## config.mk

```make
export PLATFORM = sky130hd
export DESIGN_NAME = waveform_loader_flat
export DESIGN_NICKNAME = d
export VERILOG_FILES = /design/src/rtl/waveform_loader_if.sv /design/src/rtl/waveform_loader.sv /design/src/flat_wrapper.sv
export SDC_FILE = /design/constraint.sdc
export NUM_CORES = 1
export LEC_CHECK = 0
export ABC_AREA = 1
export BUFFER_PORTS_ARGS = -buffer_cell sky130_fd_sc_hd__buf_4
export CORE_MARGIN = 10
export CORE_UTILIZATION = 31
export CTS_CLUSTER_SIZE = 20
export DETAILED_ROUTE_END_ITERATION = 12
export PLACE_DENSITY = 0.57
export SLEW_MARGIN = 20
export SYNTH_ARGS = -nofsm -noshare
export SYNTH_HDL_FRONTEND = slang
export SYNTH_SLANG_ARGS = --single-unit
```

## constraint.sdc

```tcl
create_clock -name clk_in -period 2.55 [get_ports clk_in]
set_input_delay 0.3825 -clock clk_in [delete_from_list [all_inputs] [get_ports clk_in]]
set_output_delay 0.3825 -clock clk_in [all_outputs]
set_load 0.02 [all_outputs]
```

## src/rtl/waveform_loader_if.sv

```systemverilog
// Byte-stream input and RAM port A bundle for the waveform loader.
interface waveform_loader_if #(
   parameter int ADDR_W = 9,
   parameter int WIDTH  = 24
);
   logic [7:0]        byte_in;
   logic              byte_valid_in;
   logic              byte_ready_out;
   logic [ADDR_W-1:0] ram_addr_out;
   logic [WIDTH-1:0]  ram_din_out;
   logic              ram_we_out;
   logic              ram_en_out;

   // loader side: consumes the byte stream, drives the RAM write port
   modport slave (
      input  byte_in, byte_valid_in,
      output byte_ready_out, ram_addr_out, ram_din_out, ram_we_out, ram_en_out
   );

   // source side: produces bytes, observes the RAM write port
   modport master (
      output byte_in, byte_valid_in,
      input  byte_ready_out, ram_addr_out, ram_din_out, ram_we_out, ram_en_out
   );
endinterface

```

## src/rtl/waveform_loader.sv

```systemverilog
// Waveform table loader: packs a byte stream into 24-bit samples, writes a
// full table through RAM port A and verifies it with a trailing XOR byte.
module waveform_loader #(
   parameter int DEPTH  = 512,
   parameter int ADDR_W = 9,
   parameter int WIDTH  = 24
) (
   input  logic              clk_in,
   input  logic              rst_n_in,
   input  logic              start_in,
   input  logic              abort_in,
   waveform_loader_if.slave  bus,
   output logic              busy_out,
   output logic              done_out,
   output logic              error_out,
   output logic              loaded_out
);

   localparam logic [2:0] IDLE  = 3'd0;
   localparam logic [2:0] RECV  = 3'd1;
   localparam logic [2:0] WRITE = 3'd2;
   localparam logic [2:0] CHECK = 3'd3;
   localparam logic [2:0] DONE  = 3'd4;

   localparam logic [ADDR_W-1:0] LAST_ADDR = ADDR_W'(DEPTH - 1);

   logic [2:0]        state_q,  state_d;
   logic [ADDR_W-1:0] addr_q,   addr_d;
   logic [1:0]        cnt_q,    cnt_d;
   logic [15:0]       pend_q,   pend_d;    // first two bytes of the sample in flight
   logic [7:0]        xor_q,    xor_d;
   logic              err_q,    err_d;
   logic              loaded_q, loaded_d;
   logic              ready_q,  ready_d;
   logic              busy_q,   busy_d;
   logic              done_q,   done_d;
   logic              we_q,     we_d;
   logic [ADDR_W-1:0] waddr_q,  waddr_d;
   logic [WIDTH-1:0]  wdata_q,  wdata_d;
   logic              accept;

   // A byte moves only when the registered ready meets valid.
   assign accept = bus.byte_valid_in & ready_q;

   // Next-state logic: start beats abort, both beat any byte handshake.
   always_comb begin
      state_d  = state_q;
      addr_d   = addr_q;
      cnt_d    = cnt_q;
      pend_d   = pend_q;
      xor_d    = xor_q;
      err_d    = err_q;
      loaded_d = loaded_q;
      waddr_d  = waddr_q;
      wdata_d  = wdata_q;
      we_d     = 1'b0;
      done_d   = 1'b0;

      if (start_in) begin
         state_d  = RECV;
         addr_d   = '0;
         cnt_d    = '0;
         pend_d   = '0;
         xor_d    = '0;
         err_d    = 1'b0;
         loaded_d = 1'b0;
      end else if (abort_in && (state_q != IDLE)) begin
         // partial sample is dropped; RAM keeps whatever was written
         state_d  = IDLE;
         cnt_d    = '0;
         pend_d   = '0;
         loaded_d = 1'b0;
      end else begin
         case (state_q)
            IDLE: ;
            RECV: begin
               if (accept) begin
                  xor_d = xor_q ^ bus.byte_in;
                  if (cnt_q == 2'd2) begin
                     // third byte completes the sample; present it for one cycle
                     cnt_d   = '0;
                     state_d = WRITE;
                     we_d    = 1'b1;
                     waddr_d = addr_q;
                     wdata_d = {pend_q, bus.byte_in};
                  end else begin
                     cnt_d  = cnt_q + 2'd1;
                     pend_d = {pend_q[7:0], bus.byte_in};
                  end
               end
            end
            WRITE: begin
               if (addr_q == LAST_ADDR) begin
                  state_d = CHECK;
               end else begin
                  addr_d  = addr_q + 1'b1;
                  state_d = RECV;
               end
            end
            CHECK: begin
               if (accept) begin
                  state_d  = DONE;
                  done_d   = 1'b1;
                  err_d    = (bus.byte_in != xor_q);
                  loaded_d = (bus.byte_in == xor_q);
               end
            end
            DONE:    state_d = IDLE;
            default: state_d = IDLE;
         endcase
      end
   end

   // Status flags follow the state being entered so they line up with it.
   always_comb begin
      ready_d = (state_d == RECV) || (state_d == CHECK);
      busy_d  = (state_d != IDLE);
   end

   // State and output registers; reset drops every output at once.
   always_ff @(posedge clk_in or negedge rst_n_in) begin
      if (!rst_n_in) begin
         state_q  <= IDLE;
         addr_q   <= '0;
         cnt_q    <= '0;
         pend_q   <= '0;
         xor_q    <= '0;
         err_q    <= 1'b0;
         loaded_q <= 1'b0;
         ready_q  <= 1'b0;
         busy_q   <= 1'b0;
         done_q   <= 1'b0;
         we_q     <= 1'b0;
         waddr_q  <= '0;
         wdata_q  <= '0;
      end else begin
         state_q  <= state_d;
         addr_q   <= addr_d;
         cnt_q    <= cnt_d;
         pend_q   <= pend_d;
         xor_q    <= xor_d;
         err_q    <= err_d;
         loaded_q <= loaded_d;
         ready_q  <= ready_d;
         busy_q   <= busy_d;
         done_q   <= done_d;
         we_q     <= we_d;
         waddr_q  <= waddr_d;
         wdata_q  <= wdata_d;
      end
   end

   assign bus.byte_ready_out = ready_q;
   assign bus.ram_addr_out   = waddr_q;
   assign bus.ram_din_out    = wdata_q;
   assign bus.ram_we_out     = we_q;
   assign bus.ram_en_out     = we_q;
   assign busy_out           = busy_q;
   assign done_out           = done_q;
   assign error_out          = err_q;
   assign loaded_out         = loaded_q;

endmodule
```

## src/flat_wrapper.sv

```systemverilog
// flat-port wrapper written by rule: the top's interface ports become plain ports
module waveform_loader_flat 
#(
   parameter int DEPTH  = 512,
   parameter int ADDR_W = 9,
   parameter int WIDTH  = 24
)
  (clk_in, rst_n_in, start_in, abort_in, busy_out, done_out, error_out, loaded_out, bus_byte_in, bus_byte_valid_in, bus_byte_ready_out, bus_ram_addr_out, bus_ram_din_out, bus_ram_we_out, bus_ram_en_out);
  waveform_loader_if #(.ADDR_W(ADDR_W), .WIDTH(WIDTH)) bus_i ();
  input  logic clk_in;
  input  logic rst_n_in;
  input  logic start_in;
  input  logic abort_in;
  output logic busy_out;
  output logic done_out;
  output logic error_out;
  output logic loaded_out;
  input wire logic [$bits(bus_i.byte_in)-1:0] bus_byte_in;
  input wire logic [$bits(bus_i.byte_valid_in)-1:0] bus_byte_valid_in;
  output wire logic [$bits(bus_i.byte_ready_out)-1:0] bus_byte_ready_out;
  output wire logic [$bits(bus_i.ram_addr_out)-1:0] bus_ram_addr_out;
  output wire logic [$bits(bus_i.ram_din_out)-1:0] bus_ram_din_out;
  output wire logic [$bits(bus_i.ram_we_out)-1:0] bus_ram_we_out;
  output wire logic [$bits(bus_i.ram_en_out)-1:0] bus_ram_en_out;
  assign bus_i.byte_in = bus_byte_in;
  assign bus_i.byte_valid_in = bus_byte_valid_in;
  assign bus_byte_ready_out = bus_i.byte_ready_out;
  assign bus_ram_addr_out = bus_i.ram_addr_out;
  assign bus_ram_din_out = bus_i.ram_din_out;
  assign bus_ram_we_out = bus_i.ram_we_out;
  assign bus_ram_en_out = bus_i.ram_en_out;
  waveform_loader #(.DEPTH(DEPTH), .ADDR_W(ADDR_W), .WIDTH(WIDTH)) u_core (.clk_in(clk_in), .rst_n_in(rst_n_in), .start_in(start_in), .abort_in(abort_in), .bus(bus_i), .busy_out(busy_out), .done_out(done_out), .error_out(error_out), .loaded_out(loaded_out));
endmodule
```

# [After elaboration in Yosys (flattened, before gate mapping)]
# Index checks and enable logic that the tools add are counted.
[word_totals] regBits=77 output_inout_bits=40
[classes] n_mux=42 reduce_logical=19 addsub=2 bitwise_logic=4 n_eq_ne=12
[op_table] cell="$mux 16" count=5
[op_table] cell="$mux 9" count=4
[op_table] cell="$mux 8" count=4
[op_table] cell="$mux 1" count=17
[op_table] cell="$mux 3" count=5
[op_table] cell="$reduce_bool 3->1" count=5
[op_table] cell="$mux 2" count=6
[op_table] cell="$pmux 3 s4" count=1
[op_table] cell="$reduce_and 3->1" count=4
[op_table] cell="$add 9x1->9 const B" count=1
[op_table] cell="$eq 3x2->1 const B" count=3
[op_table] cell="$eq 9x9->1 const B" count=1
[op_table] cell="$eq 8x8->1" count=1
[op_table] cell="$ne 8x8->1" count=1
[op_table] cell="$reduce_bool 2->1" count=4
[op_table] cell="$xor 8x8->8" count=1
[op_table] cell="$eq 3x1->1 const B" count=2
[op_table] cell="$reduce_and 5->1" count=1
[op_table] cell="$ne 2x2->1 const B" count=2
[op_table] cell="$reduce_and 2->1" count=2
[op_table] cell="$logic_not 3->1" count=1
[op_table] cell="$ne 3x2->1 const B" count=1
[op_table] cell="$add 2x1->2 const B" count=1
[op_table] cell="$eq 2x2->1 const B" count=1
[op_table] cell="4 further kinds" count=5

# [Logic depth before layout (Yosys ltp)]
# Gate-level depths: netlist of the first run.
[logic_depth] depth_word=8 mapped_depth=12

# [Worst setup path before layout of the first run]
# OpenSTA, ideal clock, no wires.
[synth_path] path_kind="register -> register" start="register u_core.addr_q[0]" end="register u_core.addr_q[4]" stages_incl_launch_ff=13 synth_period_minus_slack_ns=1.811 t_required_ns=2.431 slack_ns=0.739 arrival_time_ns=1.692 path_cell_list="dfrtp_1 > ha_1 > nand2_1 > inv_1 > nand3_1 > nor2_1 > ha_1 > inv_1 > nand2_1 > nor3_2 > nand3_1 > nand2_1 > nor2_1"
[synth_via] elab_chain_cells=5 elab_cells_between_ends=8 cone_classes="add/sub: 1; eq/ne: 2; mux: 4; reduce/logical: 1"
[synth_lines] item="start: declaration" line_no="waveform_loader.sv:28" text="logic [ADDR_W-1:0] addr_q, addr_d;"
[synth_lines] item="start signal: assignment" line_no="waveform_loader.sv:138" text="addr_q <= addr_d;"
[synth_lines] item="$add 9x1->9" line_no="waveform_loader.sv:96" text="addr_d = addr_q + 1'b1;"
[synth_lines] item="$mux 9" line_no="waveform_loader.sv:93" text="if (addr_q == LAST_ADDR) begin"
[synth_lines] item="$mux 9" line_no="waveform_loader.sv:74" text="case (state_q)"
[synth_lines] item="$mux 9" line_no="waveform_loader.sv:67" text="end else if (abort_in && (state_q != IDLE)) begin"
[synth_lines] item="$mux 9" line_no="waveform_loader.sv:59" text="if (start_in) begin"
# Several ways; a longest one is shown, not always the timed one. The select of a mux whose other input is x is not followed.
# A chain may end at the register's enable or synchronous reset.

# [Worst setup path after layout of the first run]
# Ends and elaborated chain as after synthesis.

==> results of run 1 <==
-- synth_stat cells, drive strengths merged --
library cell / number
ha: 2
o21ai: 67
nor3: 3
nand4: 7
xor2: 1
nand3: 13
buf: 9
inv: 65
a21oi: 3
dfrtp: 77
nand2: 128
nor2: 19
clkbuf: 2
-- power by group --
part	total, mW	leakage [nW]	switching (mW)	internal, mW
clock network	0.975	0.102	0.469	0.505
logic	0.182	0.929	0.125	0.0574
registers	1.26	1.06	0.0136	1.24
total	2.41	2.09	0.608	1.81
-- kinds of logic after synthesis --
| kind of cell | Yosys count |
|---|---|
| adders and majority gates | 2 |
| buffers and inverters | 76 |
| AOI/OAI and AO/OA | 70 |
| xor gates and xnor gates | 1 |
| and+or+nand+nor | 170 |
| DFF | 77 |
-- critical path, delay by kind of cell (launching register included) --
| family | cells | cell delay, ps |
|---|---|---|
| AND/OR/NAND/NOR | 8 | 1040 |
| adder cells (fa/ha/maj) | 2 | 430 |
| flip-flops | 1 | 410 |
| buffers and inverters | 2 | 140 |
-- cell type report --
cell class | count | area share (%)
Inverter | 65 | 5.84
Sequential cell | 77 | 46.1
Multi-Input combinational cell | 243 | 27.9
Tap cell | 140 | 4.20
Clock inverter | 5 | 1.41
Clock buffer | 11 | 3.63
Timing Repair Buffer | 57 | 10.9
-- routing by layer --
metal	routed length (um)	vias to the layer above	GRT usage [%]	part of all wire (%)
met5	0	-	0	0
met4	196	0	5.89	2.6
met3	411	10	3.25	5.4
met2	3470	45	15.1	46
met1	3540	1203	12.1	46
li1	-	1341	-	-
-- worst paths after layout --
kind                                                        start                                endpoint  slack [ps]  cells past startpoint
setup / recovery                     u_core.addr_q[0]$_DFFE_PN0P_            u_core.addr_q[4]$_DFFE_PN0P_         420                     12
hold / removal                                           start_in             u_core.state_q[1]$_DFF_PN0_         200                      2
setup reg to reg                     u_core.addr_q[0]$_DFFE_PN0P_            u_core.addr_q[4]$_DFFE_PN0P_         420                     12
hold reg to reg            u_core.bus.ram_din_out[18]$_DFFE_PN0P_  u_core.bus.ram_din_out[18]$_DFFE_PN0P_         490                      2
max in group asynchronous                                rst_n_in  u_core.bus.ram_din_out[18]$_DFFE_PN0P_        1410                      3
min in group asynchronous                                rst_n_in            u_core.error_out$_DFFE_PN0P_         530                      2
-- timing repair --
action,in CTS,in global routing
setup buffers,0,0
hold buffers,1,0
endpoints found under the hold margin,1,0
-- flip-flops by register name, indices dropped and copies added (netlist names) --
register,flops
u_core.bus.ram_din_out,24
u_core.pend_q,16
u_core.addr_q,9
u_core.bus.ram_addr_out,9
u_core.xor_q,8
u_core.state_q,3
u_core.cnt_q,2
u_core.bus.byte_ready_out,1
u_core.bus.ram_en_out,1
u_core.busy_out,1
u_core.done_out,1
u_core.error_out,1
u_core.loaded_out,1
-- per-stage QoR --
step / instance area (um^2) / hold WS, ps / util (%) / instances / setup WS [ps]
2_1_floorplan: 3430 / 86.9 / - / 396 / 739
3_3_place_gp: 3960 / 403 / 36.5 / 581 / 458
3_5_place_dp: 3960 / 415 / 36.5 / 581 / 434
4_1_cts: 4180 / 189 / 38.5 / 598 / 409
5_1_grt: 4180 / 194 / 38.5 / 598 / 102
6_report: 4180 / 202 / 38.5 / 598 / 418
==> results.cfg, run 1 <==
[status]
status = finished clean

[power_and_ir_drop]
leakage_nw = 2.09
power.density_nw_per_um2 = 578
peakVddDrop_v = 0.000265
power_mw = 2.41

[grt]
grt_start_max_net_pins = 41
first_global_vias = 2552
grt_usage_pct = 9.99
grt_pass1_wl_um = 12700
grt_overflow = 0
antenna_found_initial = 0

[clock_network]
numCtsBuffers = 9
cts_buffer_depth = 2
tritoncts = built
cts_root_buf = clkbuf_8
clkLatencyLatePin_ps = 360
cts_resized = 0
clk_pin_slew_worst_paths_ps = 80
ctsHtreeMaxLevel = 3
clock_sink_count = 77

[floorplan]
pin_count = 53
die_area_um2 = 15700
rows = 38
fp.dieH_um = 125
die_w_um = 125
core_um2 = 10800
start_util_pct = 31.6

[job]
maxCapViolCount = 0

[timing]
skew_ps = 11.6
setup_viol = 0
relSlewSlack_pct = 56.9
rsz0062_at_grt = false
period_share_pct = 83.6
finalHoldViolCount = 0
layout_min_cycle_time_ps = 2130
setup_tns_ps = 0
slew_viol_final = 0
worstMarginPinSlew_ps = 643
fmax_mhz = 469

[route]
ant_nets = 0
vias = 2599
drc = 0
routed_wl_um = 7620
viasPerCell = 4.35
dr.pass1.iters = 4
drtIter0Drc = 183
route.detailed.wl_per_inst_um = 12.7

[worst_setup_path]
slowest_delay_ps = 490
critPathCaptureType = flop
cp.arrival_ps = 2380
worstPathMaxFanout = 10
crit_top_cell = nand2_1
cp.required_ps = 2800
startpoint_type = flop
crit_path_top_delay_cell = nor3_2
crit_chain = ha_1 -> nand2_1 -> inv_1 -> nand3_1 -> nor2_1 -> ha_1 -> inv_1 -> nand2_1 -> nor3_2 -> nand3_1 -> nand2_1 -> nor2_1
path_class = flop to flop

[synthesis]
synth_area_um2 = 3430
yosys.area_share.simple_pct = 21.3
syn-num-nets = 411
ys_top_cells_by_area = dfrtp_1 56%, nand2_1 13%, o21ai_0 7.7%
avgSynthCellArea_um2 = 8.66
synthAdderAreaFrac_pct = 0.730
synthXorXnorAreaFrac_pct = 0.255
yosys-mux-area-fraction_pct = 0
yosys.area.top_type = dfrtp_1
synth.distinct_cells = 26
synth_seq_area_share_pct = 56.2
syn_inst = 396
synth_top_family_by_area = simple AND/OR/NAND/NOR gates
synth_compound_area_share_pct = 11.6
ys_warn_count = 0
synth_top_cell_area_share_pct = 56.2
synth_seq_cells = 77

[place]
dp_hpwl_um = 5410
place.gp.congestion = 0.791
io_buffers = 52

[layout]
syn_to_final_growth_pct = 21.7
register_area_um2 = 1930
fin_nets = 468
drive_gt1_share_pct = 22.3
antenna_cells = 0
multiInputGateArea_um2 = 1160
final_common_cell = nand2_1
final_cell_mix = 122 x nand2_1, 77 x dfrtp_1, 60 x inv_1
fillers = 1108

[worst_hold_path]
worst_hold_path_type = input port to flop
No activity file was read; power rests on OpenSTA's default activity.
==> run 2, diff against run 1 <==
clock period = 2.05 ns   (was 2.55 ns; I/O delays follow)
==> results.cfg, run 2 (synthesis gave the netlist of run 1 again) <==
[status]
status = finished clean

[grt]
grt_usage_pct = 9.75
grt_overflow = 0
grtUsageMet1_pct = 11.8
first_global_vias = 2699
top_usage_layer = met2
grtUsageMet3_pct = 2.66
antenna_found_initial = 0
grt_pass1_wl_um = 12800
use_met2_pct = 15.5
grt_start_max_net_pins = 49

[worst_setup_path]
critPathCaptureType = flop
path_class = flop to flop
cp.arrival_ps = 2060
crit_top_cell = nand2_1
cp.required_ps = 2290
startpoint_type = flop
crit_chain = ha_1 -> nand2_1 -> inv_1 -> nand3_1 -> nor2_1 -> ha_1 -> inv_1 -> nand2_1 -> nor3_2 -> buf_4 -> nand3_1 -> nand2_1 -> nor2_1
slowest_delay_ps = 410
worstPathMaxFanout = 10
crit_path_top_delay_cell = dfrtp_1

[floorplan]
start_util_pct = 31.6
die_w_um = 125
rows = 38
core_um2 = 10800
die_area_um2 = 15700
fp.dieH_um = 125
pin_count = 53

[power_and_ir_drop]
p_switching_mw = 0.726
pwr-share-seq_pct = 51.1
pwr-share-comb_pct = 7.3
power_frac_clock_pct = 41.6
leakage_nw = 2.10
power.density_nw_per_um2 = 730
p_sw_share_pct = 23.7
peakVddDrop_v = 0.000297
internal_power_mw = 2.33

[worst_hold_path]
worst_hold_path_type = input port to flop

[clock_network]
cts_root_buf = clkbuf_8
post-cts-setup-buffer-count = 0
numCtsBuffers = 9
tritoncts = built
clkLatencyLatePin_ps = 340
ctsHtreeMaxLevel = 3
cts_buffer_depth = 2
clock_sink_count = 77
clk_pin_slew_worst_paths_ps = 80

[timing]
relSlewSlack_pct = 75.0
layout_min_cycle_time_ps = 1820
fmax_mhz = 550
setup_tns_ps = 0
worstMarginPinSlew_ps = 373
setup_viol = 0
rsz0062_at_grt = false
finalHoldViolCount = 0
slew_viol_final = 0
period_share_pct = 88.6
skew_ps = 11.9

[route]
drc = 0
ant_nets = 0
routed_wl_um = 7340
viasPerCell = 4.41
route.detailed.wl_per_inst_um = 12.3
vias = 2639
drtIter0Drc = 131
dr.pass1.iters = 4

[place]
place.gp.congestion = 0.832
dp_hpwl_um = 5330
io_buffers = 52

[layout]
antenna_cells = 0
syn_to_final_growth_pct = 22.3
fin_nets = 469
final_cell_mix = 122 x nand2_1, 77 x dfrtp_1, 60 x inv_1
drive_gt1_share_pct = 22.3
fillers = 1131
largest_reg_flops = 24
final_common_cell = nand2_1
fin_util_pct = 38.7
register_area_um2 = 1930
multiInputGateArea_um2 = 1160

[job]
maxCapViolCount = 0
run 2: cell types whose count changed in the layout (fill, tap and decap cells not counted), sizes merged:
cell	previous run	this run
clkinv	2	0
inv	65	66
clkbuf	11	10
bufinv	1	2
buf	56	57
run 2: layout make-up:
| type | instances | area share, % |
|---|---|---|
| well taps | 140 | 4.18 |
| multi-input cells | 243 | 27.7 |
| inverters | 65 | 5.82 |
| flip-flops and latches | 77 | 45.9 |
| clock buffers | 10 | 3.28 |
| repair buffers | 58 | 11.0 |
| clock inverters | 5 | 2.00 |
run 2: timing repair:
item / 4_1_cts / 5_1_grt
gates resized for setup: 0 / 0
hold endpoints to repair: 24 / 0
hold buffers: 1 / 0
run 2: routing by layer:
metal,routed length (um),vias up
met2,3370,44
met5,0,-
met4,140,0
met3,306,16
met1,3520,1233
li1,-,1346
run 2: per-stage QoR:
| step | hold slack [ps] | area, um^2 | instances | worst slack (ps) | power (mW) |
|---|---|---|---|---|---|
| after floorplan | 11.9 | 3430 | 396 | 239 | 1.72 |
| after global placement | 246 | 3960 | 582 | 296 | 1.82 |
| after detailed placement | 249 | 3960 | 582 | 231 | 1.82 |
| after CTS | 138 | 4190 | 598 | 217 | 3.10 |
| after global routing | 139 | 4190 | 598 | 58.1 | 3.21 |
| final | 151 | 4190 | 598 | 233 | 3.06 |
run 2: power groups by stage:
stage               Clock, mW  Combinational [mW]  Sequential [mW]
floorplan                   0               0.116             1.60
global placement            0               0.228             1.59
detailed placement          0               0.230             1.59
CTS                      1.30               0.232             1.56
global route             1.38               0.260             1.57
finish                   1.27               0.225             1.56
run 2: final timing paths:
kind | endpoint | start | slack (ps) | depth (start not counted)
setup / recovery | u_core.addr_q[4]$_DFFE_PN0P_ | u_core.addr_q[0]$_DFFE_PN0P_ | 230 | 13
hold / removal | u_core.state_q[2]$_DFF_PN0_ | start_in | 150 | 2
setup reg to reg | u_core.addr_q[4]$_DFFE_PN0P_ | u_core.addr_q[0]$_DFFE_PN0P_ | 230 | 13
hold reg to reg | u_core.pend_q[14]$_DFFE_PN0P_ | u_core.pend_q[6]$_DFFE_PN0P_ | 490 | 2
max in group asynchronous | u_core.addr_q[7]$_DFFE_PN0P_ | rst_n_in | 1030 | 3
min in group asynchronous | u_core.done_out$_DFF_PN0_ | rst_n_in | 410 | 2
run 2: worst max-delay path: cells and delay by family, from the launching register on:
kind / cells / cell delay (ps)
adder cells (fa/ha/maj): 2 / 420
AND/OR/NAND/NOR: 8 / 560
flip-flops: 1 / 410
buffers and inverters: 3 / 320
